### config.mk
export PLATFORM = sky130hd
export DESIGN_NAME = serial_bus_arbiter
export DESIGN_NICKNAME = d
export VERILOG_FILES = /design/src/rtl/bus_pkg.sv /design/src/rtl/rr_pick.sv /design/src/rtl/serial_bus_arbiter.sv
export SDC_FILE = /design/constraint.sdc
export NUM_CORES = 1
export LEC_CHECK = 0
export BUFFER_PORTS_ARGS = -buffer_cell sky130_fd_sc_hd__clkbuf_2
export CAP_MARGIN = 20
export CORE_MARGIN = 2
export CORE_UTILIZATION = 25
export CTS_CLUSTER_DIAMETER = 200
export DETAILED_ROUTE_END_ITERATION = 10
export MAX_ROUTING_LAYER = met4
export SYNTH_ARGS = -nofsm -noshare
export SYNTH_HDL_FRONTEND = slang
export SYNTH_HIERARCHICAL = 1
export SYNTH_SLANG_ARGS = --single-unit
### constraint.sdc
create_clock -name clk -period 3.12 [get_ports clk]
set_input_delay 0.156 -clock clk [delete_from_list [all_inputs] [get_ports clk]]
set_output_delay 0.156 -clock clk [all_outputs]
set_load 0.02 [all_outputs]
### src/rtl/bus_pkg.sv
// ============================================================================
// Module  : bus_pkg
// Brief   : Shared types and helpers for the serial bus arbiters.
// Revision: 1.0 - initial release
// ============================================================================
`default_nettype none

package bus_pkg;

    localparam int c_TO_W = 8;

    typedef enum logic [1:0] {
        ARB_IDLE      = 2'd0,
        ARB_BUSY      = 2'd1,
        ARB_SPLIT_RET = 2'd2
    } arb_state_t;

    // Index width for a set of n items, never narrower than one bit.
    function automatic int id_width(input int n);
        return (n <= 1) ? 1 : $clog2(n);
    endfunction

endpackage

`default_nettype wire

### src/rtl/rr_pick.sv
// ============================================================================
// Module  : rr_pick
// Brief   : Combinational cyclic priority encoder; first request at/after ptr.
// Revision: 1.0 - initial release
// ============================================================================
`default_nettype none

module rr_pick
    import bus_pkg::*;
#(
    parameter int N  = 4,
    parameter int PW = id_width(N)
) (
    input  logic [N-1:0]  i_req,
    input  logic [PW-1:0] i_ptr,
    output logic [N-1:0]  o_onehot,
    output logic          o_valid
);

    logic [2*N-1:0] w_dbl_req;
    logic [2*N-1:0] w_dbl_win;
    logic [N-1:0]   w_rot_req;
    logic [N-1:0]   w_rot_win;
    logic           w_found;

    // Rotate so ptr sits at bit 0, pick the lowest bit, rotate back.
    assign w_dbl_req = {i_req, i_req} >> i_ptr;
    assign w_rot_req = w_dbl_req[N-1:0];

    always_comb begin
        w_rot_win = '0;
        w_found   = 1'b0;
        for (int i = 0; i < N; i++) begin
            if (w_rot_req[i] && !w_found) begin
                w_rot_win[i] = 1'b1;
                w_found      = 1'b1;
            end
        end
    end

    assign w_dbl_win = {w_rot_win, w_rot_win} << i_ptr;
    assign o_onehot  = w_dbl_win[2*N-1:N];
    assign o_valid   = |i_req;

endmodule

`default_nettype wire

### src/rtl/serial_bus_arbiter.sv
// ============================================================================
// Module  : serial_bus_arbiter
// Brief   : Round-robin master/slave arbiter for the serial bus with split reads.
// Revision: 1.0 - initial release
// ============================================================================
`default_nettype none

module serial_bus_arbiter
    import bus_pkg::*;
#(
    parameter int NM      = 3,
    parameter int NS      = 3,
    parameter int SW      = id_width(NS),
    parameter int TIMEOUT = 255
) (
    input  logic             clk,
    input  logic             reset,
    input  logic [NM-1:0]    req,
    input  logic [NM*SW-1:0] tgt,
    input  logic [NS-1:0]    slave_hold,
    output logic [NM-1:0]    grant,
    output logic [NS-1:0]    slave_sel,
    output logic [NS-1:0]    BusAvailable,
    output logic             bus_busy,
    output logic             timeout_err
);

    localparam int                MW        = id_width(NM);
    localparam logic [c_TO_W-1:0] c_TO_LAST = c_TO_W'(TIMEOUT - 1);
    localparam logic [NM-1:0]     c_M_ONE   = NM'(1);
    localparam logic [NS-1:0]     c_S_ONE   = NS'(1);
    localparam logic [MW-1:0]     c_M_LAST  = MW'(NM - 1);

    arb_state_t          r_state;
    logic [MW-1:0]       r_owner;
    logic [MW-1:0]       r_rr_ptr;
    logic [SW-1:0]       r_sel;
    logic [c_TO_W-1:0]   r_cnt;
    logic [NS-1:0]       r_split_valid;
    logic [MW-1:0]       r_split_owner [NS];
    logic [NM-1:0]       r_pend;
    logic [NM-1:0]       r_grant;
    logic [NS-1:0]       r_slave_sel;
    logic [NS-1:0]       r_bus_avail;
    logic                r_bus_busy;
    logic                r_timeout_err;

    logic [SW-1:0]       w_tgt [NM];
    logic [NM-1:0]       w_elig;
    logic [NM-1:0]       w_pick_oh;
    logic                w_pick_valid;
    logic [MW-1:0]       w_pick_idx;
    logic [SW-1:0]       w_pick_tgt;
    logic                w_ret_valid;
    logic [SW-1:0]       w_ret_slave;
    logic                w_hold_ev;
    logic                w_drop;
    logic                w_to;
    logic                w_end;

    // A master is eligible only if neither it nor its target has a split outstanding.
    always_comb begin
        w_elig = '0;
        for (int m = 0; m < NM; m++) begin
            w_tgt[m] = tgt[m*SW +: SW];
            if (req[m] && !r_pend[m] && (int'(w_tgt[m]) < NS)) begin
                w_elig[m] = !r_split_valid[w_tgt[m]];
            end
        end
    end

    rr_pick #(
        .N  (NM),
        .PW (MW)
    ) u_rr_pick (
        .i_req    (w_elig),
        .i_ptr    (r_rr_ptr),
        .o_onehot (w_pick_oh),
        .o_valid  (w_pick_valid)
    );

    always_comb begin
        w_pick_idx = '0;
        w_pick_tgt = '0;
        for (int m = 0; m < NM; m++) begin
            if (w_pick_oh[m]) begin
                w_pick_idx = MW'(m);
                w_pick_tgt = w_tgt[m];
            end
        end
    end

    // Lowest-numbered slave whose split data is now ready.
    always_comb begin
        w_ret_valid = 1'b0;
        w_ret_slave = '0;
        for (int s = NS - 1; s >= 0; s--) begin
            if (r_split_valid[s] && !slave_hold[s]) begin
                w_ret_valid = 1'b1;
                w_ret_slave = SW'(s);
            end
        end
    end

    assign w_hold_ev = slave_hold[r_sel];
    assign w_drop    = !req[r_owner];
    assign w_to      = (r_cnt == c_TO_LAST);
    assign w_end     = w_hold_ev || w_drop || w_to;

    always_ff @(posedge clk) begin
        if (reset) begin
            r_state       <= ARB_IDLE;
            r_owner       <= '0;
            r_rr_ptr      <= '0;
            r_sel         <= '0;
            r_cnt         <= '0;
            r_split_valid <= '0;
            r_pend        <= '0;
            r_grant       <= '0;
            r_slave_sel   <= '0;
            r_bus_avail   <= '0;
            r_bus_busy    <= 1'b0;
            r_timeout_err <= 1'b0;
            for (int s = 0; s < NS; s++) begin
                r_split_owner[s] <= '0;
            end
        end else begin
            r_timeout_err <= 1'b0;
            case (r_state)
                ARB_IDLE: begin
                    if (w_ret_valid) begin
                        r_state     <= ARB_SPLIT_RET;
                        r_owner     <= r_split_owner[w_ret_slave];
                        r_sel       <= w_ret_slave;
                        r_cnt       <= '0;
                        r_grant     <= c_M_ONE << r_split_owner[w_ret_slave];
                        r_slave_sel <= c_S_ONE << w_ret_slave;
                        r_bus_avail <= c_S_ONE << w_ret_slave;
                        r_bus_busy  <= 1'b1;
                    end else if (w_pick_valid) begin
                        r_state     <= ARB_BUSY;
                        r_owner     <= w_pick_idx;
                        r_sel       <= w_pick_tgt;
                        r_cnt       <= '0;
                        r_grant     <= w_pick_oh;
                        r_slave_sel <= c_S_ONE << w_pick_tgt;
                        r_bus_avail <= c_S_ONE << w_pick_tgt;
                        r_bus_busy  <= 1'b1;
                        r_rr_ptr    <= (w_pick_idx == c_M_LAST) ? '0 : w_pick_idx + 1'b1;
                    end
                end
                ARB_BUSY, ARB_SPLIT_RET: begin
                    if (w_end) begin
                        r_state     <= ARB_IDLE;
                        r_grant     <= '0;
                        r_slave_sel <= '0;
                        r_bus_avail <= '0;
                        r_bus_busy  <= 1'b0;
                        // Hold beats a simultaneous req drop; timeout only when neither.
                        if (w_hold_ev) begin
                            r_split_valid[r_sel] <= 1'b1;
                            r_split_owner[r_sel] <= r_owner;
                            r_pend[r_owner]      <= 1'b1;
                        end else if (w_drop) begin
                            if (r_state == ARB_SPLIT_RET) begin
                                r_split_valid[r_sel] <= 1'b0;
                                r_pend[r_owner]      <= 1'b0;
                            end
                        end else begin
                            r_timeout_err   <= 1'b1;
                            r_pend[r_owner] <= 1'b0;
                            for (int s = 0; s < NS; s++) begin
                                if (r_split_valid[s] && (r_split_owner[s] == r_owner)) begin
                                    r_split_valid[s] <= 1'b0;
                                end
                            end
                        end
                    end else if (r_cnt != '1) begin
                        r_cnt <= r_cnt + 1'b1;
                    end
                end
                default: r_state <= ARB_IDLE;
            endcase
        end
    end

    assign grant        = r_grant;
    assign slave_sel    = r_slave_sel;
    assign BusAvailable = r_bus_avail;
    assign bus_busy     = r_bus_busy;
    assign timeout_err  = r_timeout_err;

endmodule

`default_nettype wire

Yosys cells after proc, flatten, opt, wreduce, memory -nomap -nowiden
Memories as Yosys holds them, arrays and structs flattened. Index checks and enable logic that the tools add are counted.

Register bits after elaboration: 30. Word-level logic and storage cells: 179. RAM bits: 6. Input bits: 14. Output and inout port bits: 11. Memories: 1.

Memories: r_split_owner (depth 3, width 2, rd ports 4, clocked after Yosys merged registers in 0, wr ports 3, RTL line serial_bus_arbiter.sv:40) `logic [MW-1:0] r_split_owner [NS];`.

Bitwise operators: 9. Shift-type cells: 5. Eq/ne operators: 15. Reductions and logical operators: 47. $lt $le $gt $ge: 10. Add/subtract/negate cells: 2. Mux-type cells: 77.

Operators by type and width (count): $mux W2 (17); $mux W1 (33); $mux W3 (11); $mux W8 (4); $logic_and A1 B1 Y1 (16); $pmux W8 S2 (1); $reduce_and A4 Y1 (4); $lt A2 B3 Y1 const B (5); $logic_not A1 Y1 (12); $ne A3 B2 Y1 const B (4); $pmux W3 S2 (2); $bmux W1 S2 (5); $reduce_and A3 Y1 (3); $shl A1 B2 Y3 const A (3); $add A8 B1 Y8 const B (1); $eq A8 B8 Y1 const B (1); $ne A8 B8 Y1 const B (1); $and A3 B3 Y3 (2); $eq A2 B2 Y1 (3); $lt A2 B2 Y1 const B (3); $ne A2 B2 Y1 const B (3); $not A3 Y3 (2); $or A3 B3 Y3 (2); $shl A6 B2 Y6 (1); other kinds (17) (26).

Logic depth before layout (Yosys ltp)
Gate-level depths: netlist of the first run.

Depth in word-level cells: 20. Mapped depth: 11. Mapped depth without buffers: 11.

By module
Netlist of the first run, hierarchy kept.

By module, submodules not included: serial_bus_arbiter (area an instance 2178.3 µm², cells an instance 250, sequential area each 780.7 µm², times used 1); rr_pick (area an instance 78.8 µm², cells an instance 11, sequential area each 0.0 µm², times used 1).

Worst setup path before layout of the first run
No wires, ideal clock.

Path kind: register to register. Start: register r_split_valid[0]. End: register r_grant[0] (netlist: grant[0]). Buffers on the path: 0. Period minus slack after synthesis: 2361 ps. Required time: 3059 ps. Setup time: 61 ps. Slack: 759 ps. Arrival: 2300 ps. Stages on the path, launching flop included: 12. Cell sequence: dfxtp_1 -> nor2b_1 -> a211oi_1 -> a21oi_1 -> nor3b_1 -> nor2_1 -> nand2_1 -> inv_1 -> a41oi_2 -> nor3b_2 -> o31a_1 -> a32o_1.

Elaborated cells on any way between the ends: 33. Those cells by class: eq/ne: 1; shift: 3; mux: 18; reduce/logical: 10; memory: 1.

RTL lines: from (decl) (RTL line serial_bus_arbiter.sv:39) `logic [NS-1:0] r_split_valid;`; from (signal assigned) (RTL line serial_bus_arbiter.sv:117) `r_split_valid <= '0;`; from (signal, indexed assignment) (RTL line serial_bus_arbiter.sv:161) `r_split_valid[r_sel] <= 1'b1;`; from (signal, indexed assignment) (RTL line serial_bus_arbiter.sv:166) `r_split_valid[r_sel] <= 1'b0;`; $bmux W1 S2 (RTL line serial_bus_arbiter.sv:67) `w_elig[m] = !r_split_valid[w_tgt[m]];`; $mux W1 (not written as such) (RTL line serial_bus_arbiter.sv:67); $logic_not A1 Y1 (RTL line serial_bus_arbiter.sv:67); $mux W1 (RTL line serial_bus_arbiter.sv:66) `if (req[m] && !r_pend[m] && (int'(w_tgt[m]) < NS)) begin`; via w_elig[0] (RTL line serial_bus_arbiter.sv:49) `logic [NM-1:0] w_elig;`; $reduce_or A3 Y1 (RTL line rr_pick.sv:43) `assign o_valid = |i_req;`; via w_pick_valid (RTL line serial_bus_arbiter.sv:51) `logic w_pick_valid;`; $ne A3 B2 Y1 (no line); $reduce_and A3 Y1 (no line); to (signal assigned) (RTL line serial_bus_arbiter.sv:136) `r_grant <= c_M_ONE << r_split_owner[w_ret_slave];`; to (signal assigned) (RTL line serial_bus_arbiter.sv:145) `r_grant <= w_pick_oh;`; to (decl) (RTL line serial_bus_arbiter.sv:42) `logic [NM-1:0] r_grant;`.

The timed path passes the listed nets, and every way through them passes these cells. The select of a mux whose other input is x is not followed. A chain may end at the register's enable or synchronous reset.

Worst setup path after layout of the first run
Ends and elaborated chain as after synthesis.

==> flow_summary.ini, run 1 <==
[status]
status = complete, no violations

[final_layout]
layout-drive-gt1-share_pct = 18.60
diodes = 0
area_growth_pct = 14.36
fin_nets = 302
utilization_pct = 29.60
fillers = 938

[sta]
setup_violations = 0
max_freq_mhz = 360.2
worst_clock_skew_ns = 0.007150
post-route-period-util_pct = 88.98
worst_pin_slew_ns = 0.7417
finalMaxSlewViolations = 0
rsz0062_at_grt = false
relSlewSlack_pct = 49.91
fin_tns_setup_ns = 0
min_period_ns = 2.776
hold_violations = 0

[global_route]
grtUsageTotal_pct = 12.84
grt_start_max_net_pins = 32
grt_pass1_vias = 1985
antenna_found_initial = 0
overflow = 0
grt_pass1_wl_um = 9784

[setup_path]
cp_max_fo = 6
cp.required_ns = 3.37
critPathKind = flip-flop to flip-flop
worstPathArrival_ns = 3.03
r2r_cells = 11
end_kind = flip-flop
start_kind = flip-flop

[clock_network]
clk_latency_ns = 0.30
clk_path_buf_depth = 2
cts_tree = yes
htree_levels = 2
cts.sinks = 36
root_buffer = clkbuf_8
clk_pin_slew_ns = 0.08
cts_buffers = 5

[logic_synthesis]
yosysWarnings = 6
synthArstFlopShare_pct = 0
syn_inst = 261
yosysSeqAreaShare_pct = 34.59
synth-edff-count = 6
ys_ff_latch = 36
syn-num-nets = 279
ys.flop_type = dfxtp_1
yosysTopAreaCellShare_pct = 26.61
yosysMostFrequentCell = dfxtp_1
yosysTopAreaCell = dfxtp_1
synth_cell_type_count = 58
syn_avg_cell_area_um2 = 8.648
yosys-top-cells-area = dfxtp_1, edfxtp_1, a21oi_1
netlist_area_um2 = 2257
synthTopCellsByCount = dfxtp_1, nand2_1, nor2_1

[route]
dr.pass1.iters = 4
vias = 2098
drtAntennaViolNets = 0
drc = 0
drt_wl_total_um = 5825
post_drt_wl_per_cell_um = 14.82
avgViaCountPerCell = 5.338
drt_iter0_markers = 133

[worst_hold_path]
min_path_cells = 3
hold_path.class = primary input to flip-flop

[flow_run]
drv_cap = 0

[floorplanning]
chipHeight_um = 99.02
row_count = 34
dieWidth_um = 99.02
io_pins = 25
dieArea_um2 = 9805
initial_utilization_pct = 25.88
core_um2 = 8721

[place]
gp_congestion = 0.8966
dp.final_hpwl_um = 4376
io_buffer_count = 24

[power_and_ir_drop]
p_per_area_nw_per_um2 = 674.5
p_leak_nw = 0.9355
peakVddDrop_mv = 0.1865
## registers in the layout (all words and copies together) (netlist names), named ones only
register / cells
r_cnt: 8
r_split_owner: 6
BusAvailable: 3
grant: 3
r_split_valid: 3
r_owner: 2
r_rr_ptr: 2
r_sel: 2
r_state: 2
bus_busy: 1
timeout_err: 1
## where the power goes
group / switching (W) / internal, W / leakage (nW) / total, W
combinational: 0.000472 / 0.000292 / 0.581 / 0.000764
sequential: 0.0000888 / 0.000543 / 0.306 / 0.000632
clock: 0.000189 / 0.000156 / 0.0479 / 0.000345
total: 0.000750 / 0.000991 / 0.936 / 0.00174
## routing by layer
| layer | GRT usage [%] | vias to the layer above | share of wire [%] |
|---|---|---|---|
| met5 | - | - | 0 |
| met2 | 19.39 | 71 | 45 |
| met3 | 2.979 | 12 | 5.9 |
| li1 | - | 1028 | - |
| met4 | 5.058 | 0 | 1.8 |
| met1 | 16.62 | 987 | 47 |
## worst max-delay path: stages (launching register included)
cell	delay (ns)
dfxtp_1	0.35
nor2b_1	0.14
a211oi_1	0.20
a21oi_1	0.07
nor3b_1	0.41
inv_1	0.14
nand2_1	0.15
inv_1	0.09
a41oi_2	0.27
nor3b_2	0.47
o31a_1	0.27
a32o_1	0.16
## what timing repair did
item	CTS	global route
setup endpoints to repair	0	2
gates resized for setup	0	1
hold buffers	0	0
setup buffers	0	0
## metrics by stage
stage	std cells	cell area (um2)	setup WS [ns]	hold WS, ns	total power, W
final	393	2581	0.3439	0.2162	0.001741
after global routing	393	2581	0.09624	0.2238	0.001867
after CTS	393	2575	0.2762	0.2109	0.001748
after detailed placement	385	2487	0.3004	0.4525	0.001397
after global placement	385	2487	0.4832	0.4392	0.001392
after floorplan	261	2257	0.7590	0.3477	0.001193
## area by class of cell
| class | instances | area, um2 | share of cell area, % |
|---|---|---|---|
| Clock buffer | 5 | 68.82 | 2.666 |
| Clock inverter | 3 | 18.77 | 0.7271 |
| Inverter | 10 | 37.54 | 1.454 |
| Multi-Input combinational cell | 202 | 1383 | 53.56 |
| Sequential cell | 36 | 780.7 | 30.25 |
| Tap cell | 108 | 135.1 | 5.235 |
| Timing Repair Buffer | 29 | 157.7 | 6.108 |
## path summary, 6_finish.rpt
path | start | endpoint | slack (ns)
worst max-delay path | r_split_valid[0] | grant[0] | 0.34
worst min-delay path | slave_hold[2] | r_split_valid[2] | 0.22
worst max register to register | r_split_valid[0] | grant[0] | 0.34
worst min register to register | bus_busy | bus_busy | 0.47
## cells in the final DEF (no fill, tap or decap), types with 3 or more instances in the layout
cell	Yosys	layout
a211oi_1	10	10
a21o_1	3	3
a21oi_1	17	17
a31o_2	4	4
a31oi_1	6	6
a32o_1	4	4
and3_1	4	4
buf_4	3	5
clkbuf_2	0	24
clkbuf_8	0	5
dfxtp_1	30	30
edfxtp_1	6	6
ha_1	4	4
inv_1	10	10
mux2i_1	5	5
nand2_1	22	22
nand2b_1	10	10
nand3_1	4	4
nand3b_1	6	6
nor2_1	21	21
nor2b_1	12	12
nor3_1	7	7
nor3b_1	4	4
o21ai_0	7	7
o311ai_0	4	4
o31ai_1	3	3
xnor2_1	7	7
## logic make-up (layout without fill, tap and decap cells)
family	after synthesis	after routing	synth area share, %
xor gates and xnor gates	7	7	2.716
and+or+nand+nor	102	102	24.83
buffers and inverters	23	47	4.435
adders and majority gates	4	4	2.217
muxes	8	8	3.880
DFF	36	36	34.59
AOI/OAI and AO/OA	81	81	27.33
No activity file was read; power rests on OpenSTA's default activity.
==> run 2: changes to the inputs <==
--- a/config.mk
+++ b/config.mk
@@ -6,12 +6,13 @@
 export NUM_CORES = 1
 export LEC_CHECK = 0
 export BUFFER_PORTS_ARGS = -buffer_cell sky130_fd_sc_hd__clkbuf_2
-export CAP_MARGIN = 20
+export CAP_MARGIN = 15
 export CORE_MARGIN = 2
 export CORE_UTILIZATION = 25
 export CTS_CLUSTER_DIAMETER = 200
 export DETAILED_ROUTE_END_ITERATION = 10
 export MAX_ROUTING_LAYER = met4
+export PLACE_DENSITY_LB_ADDON = 0.3
 export SYNTH_ARGS = -nofsm -noshare
 export SYNTH_HDL_FRONTEND = slang
 export SYNTH_HIERARCHICAL = 1
==> run 2 against run 1 <==
Critical path depth is the same; fmax grew 1.7%; worst hold slack gained 0.0049 ns; register-to-register slack gained 0.05 ns; clock-buffer cell count is the same; non-clock buffer count shrank 1; first-iteration DRC count shrank 19%; via count shrank 1.8%; global-route usage shrank 0.053 points.
==> flow_summary.ini, run 2 (synthesized netlist as in run 1, its figures left out) <==
[status]
status = complete, no violations

[sta]
max_freq_mhz = 366.4
relSlewSlack_pct = 44.47
hold_violations = 0
finalMaxSlewViolations = 0
worst_pin_slew_ns = 0.8266
setup_violations = 0
post-route-period-util_pct = 87.48
min_period_ns = 2.730
layout_setup_ws_ns = 0.3905
fin_tns_setup_ns = 0
rsz0062_at_grt = false
worst_clock_skew_ns = 0.01206

[floorplanning]
initial_utilization_pct = 25.88
dieWidth_um = 99.02
row_count = 34
dieArea_um2 = 9805
core_um2 = 8721
chipHeight_um = 99.02
io_pins = 25

[global_route]
use_met2_pct = 20.01
grtUsageTotal_pct = 12.79
gr-max-usage-layer = met2
grt_pass1_vias = 1991
grtUsageMet1_pct = 16.15
grt_pass1_wl_um = 9867
antenna_found_initial = 0
use_met3_pct = 2.908
grt_start_max_net_pins = 32
overflow = 0

[route]
drc = 0
drt_wl_total_um = 5888
drtAntennaViolNets = 0
dr.pass1.iters = 4
avgViaCountPerCell = 5.258
vias = 2061
drt_iter0_markers = 108
post_drt_wl_per_cell_um = 15.02

[setup_path]
cp.required_ns = 3.37
r2r_end = grant[0]
reg2reg_from = r_split_valid[0]
critPathTopFamily = simple AND/OR/NAND/NOR gates
start_kind = flip-flop
critPathKind = flip-flop to flip-flop
worstPathArrival_ns = 2.98
cp_max_fo = 6
r2r_cells = 11
end_kind = flip-flop
rrSetupSlack_ns = 0.39
cp_slowest_cell = nor3b_2
path_common_cell = inv_1
path_cells = nor2b_1, a211oi_1, a21oi_1, nor3b_1, inv_1, nand2_1, inv_1, a41oi_2, nor3b_2, o31a_1, a32o_1
slowest_delay_ns = 0.48
path_buf_inv = 2

[place]
io_buffer_count = 24
dpl_worst_slack_ns = 0.3795
gp_congestion = 0.8865
dp.cells = 384
dp.final_hpwl_um = 4436
placed_cell_area_um2 = 2480

[clock_network]
clk_pin_slew_ns = 0.09
cts_tree = yes
cts_buffers = 5
clk_path_buf_depth = 2
clk_latency_ns = 0.30
cts.sinks = 36
root_buffer = clkbuf_8
cts_hold_buf = 0
htree_levels = 2

[worst_hold_path]
min_path_cells = 3
hold_end = r_split_valid[2]
hold_path.class = primary input to flip-flop
min_from = slave_hold[2]

[final_layout]
largest_register = r_cnt
area_growth_pct = 15.24
design_area_um2 = 2601
final_common_cell = dfxtp_1
fillers = 916
largestRegisters = r_cnt x8, r_split_owner x6
diodes = 0
mostFrequentLayoutCells = dfxtp_1, clkbuf_2, nand2_1
fin_nets = 301
largest_reg_flops = 8
layout-drive-gt1-share_pct = 18.31
fin_cells = 392

[power_and_ir_drop]
p_per_area_nw_per_um2 = 702.1
peakVddDrop_mv = 0.2146
p_leak_nw = 0.9382

[flow_run]
drv_cap = 0
[run 2: cell types whose count changed in the layout (fill, tap and decap cells not counted)]
cell,before,now
clkinv_2,2,0
clkinvlp_4,0,1
buf_4,5,4
bufinv_16,0,1
clkinv_4,1,0
inv_6,0,1
[run 2: area by class of cell]
type	instances	area (um2)	area share [%]
clock buffer	5	68.82	2.646
clock inverter	3	46.29	1.780
inverter	10	37.54	1.443
multi-input combinational	202	1383	53.15
sequential	36	780.7	30.01
tap	108	135.1	5.195
timing repair buffer	28	150.1	5.772
[run 2: power breakdown]
group / switching (W) / leakage [nW] / internal (W)
Combinational: 0.000471 / 0.577 / 0.000289
Sequential: 0.0000878 / 0.306 / 0.000543
Clock: 0.000194 / 0.0548 / 0.000241
[run 2: worst register-to-register path, cell delays in order (launching register included)]
cell      delay [ns]
dfxtp_1         0.35
nor2b_1         0.14
a211oi_1        0.21
a21oi_1         0.07
nor3b_1         0.38
inv_1           0.11
nand2_1         0.14
inv_1           0.08
a41oi_2         0.28
nor3b_2         0.48
o31a_1          0.27
a32o_1          0.16
[run 2: repair_timing]
action / 4_1_cts / 5_1_grt
endpoints found under the setup margin: 0 / 2
setup buffers: 0 / 0
resized for setup: 0 / 1
[run 2: how the worst max path moves through the flow]
stage                     startpoint       end  slack (ns)  cells past startpoint
floorplan           r_split_valid[0]  grant[0]        0.76                     11
global placement    r_split_valid[0]  grant[0]        0.50                     11
detailed placement  r_split_valid[0]  r_cnt[7]        0.38                     11
CTS                 r_split_valid[0]  r_cnt[7]        0.35                     11
global route        r_split_valid[0]  grant[0]        0.07                     11
finish              r_split_valid[0]  grant[0]        0.39                     11
[run 2: metal layers]
metal | wire length, um | vias up | share of wire [%]
met4 | 72 | 0 | 1.2
met3 | 255 | 8 | 4.3
met1 | 2810 | 983 | 48
met5 | 0 | - | 0
met2 | 2751 | 50 | 47
li1 | - | 1020 | -
[run 2: through the flow]
stage	util, %	total power (W)	hold WS (ns)
6_report	29.83	0.001826	0.2211
5_1_grt	29.83	0.001943	0.2434
4_1_cts	29.76	0.001836	0.2173
3_5_place_dp	28.44	0.001396	0.4452
3_3_place_gp	28.44	0.001396	0.4370
2_1_floorplan	-	0.001193	0.3477
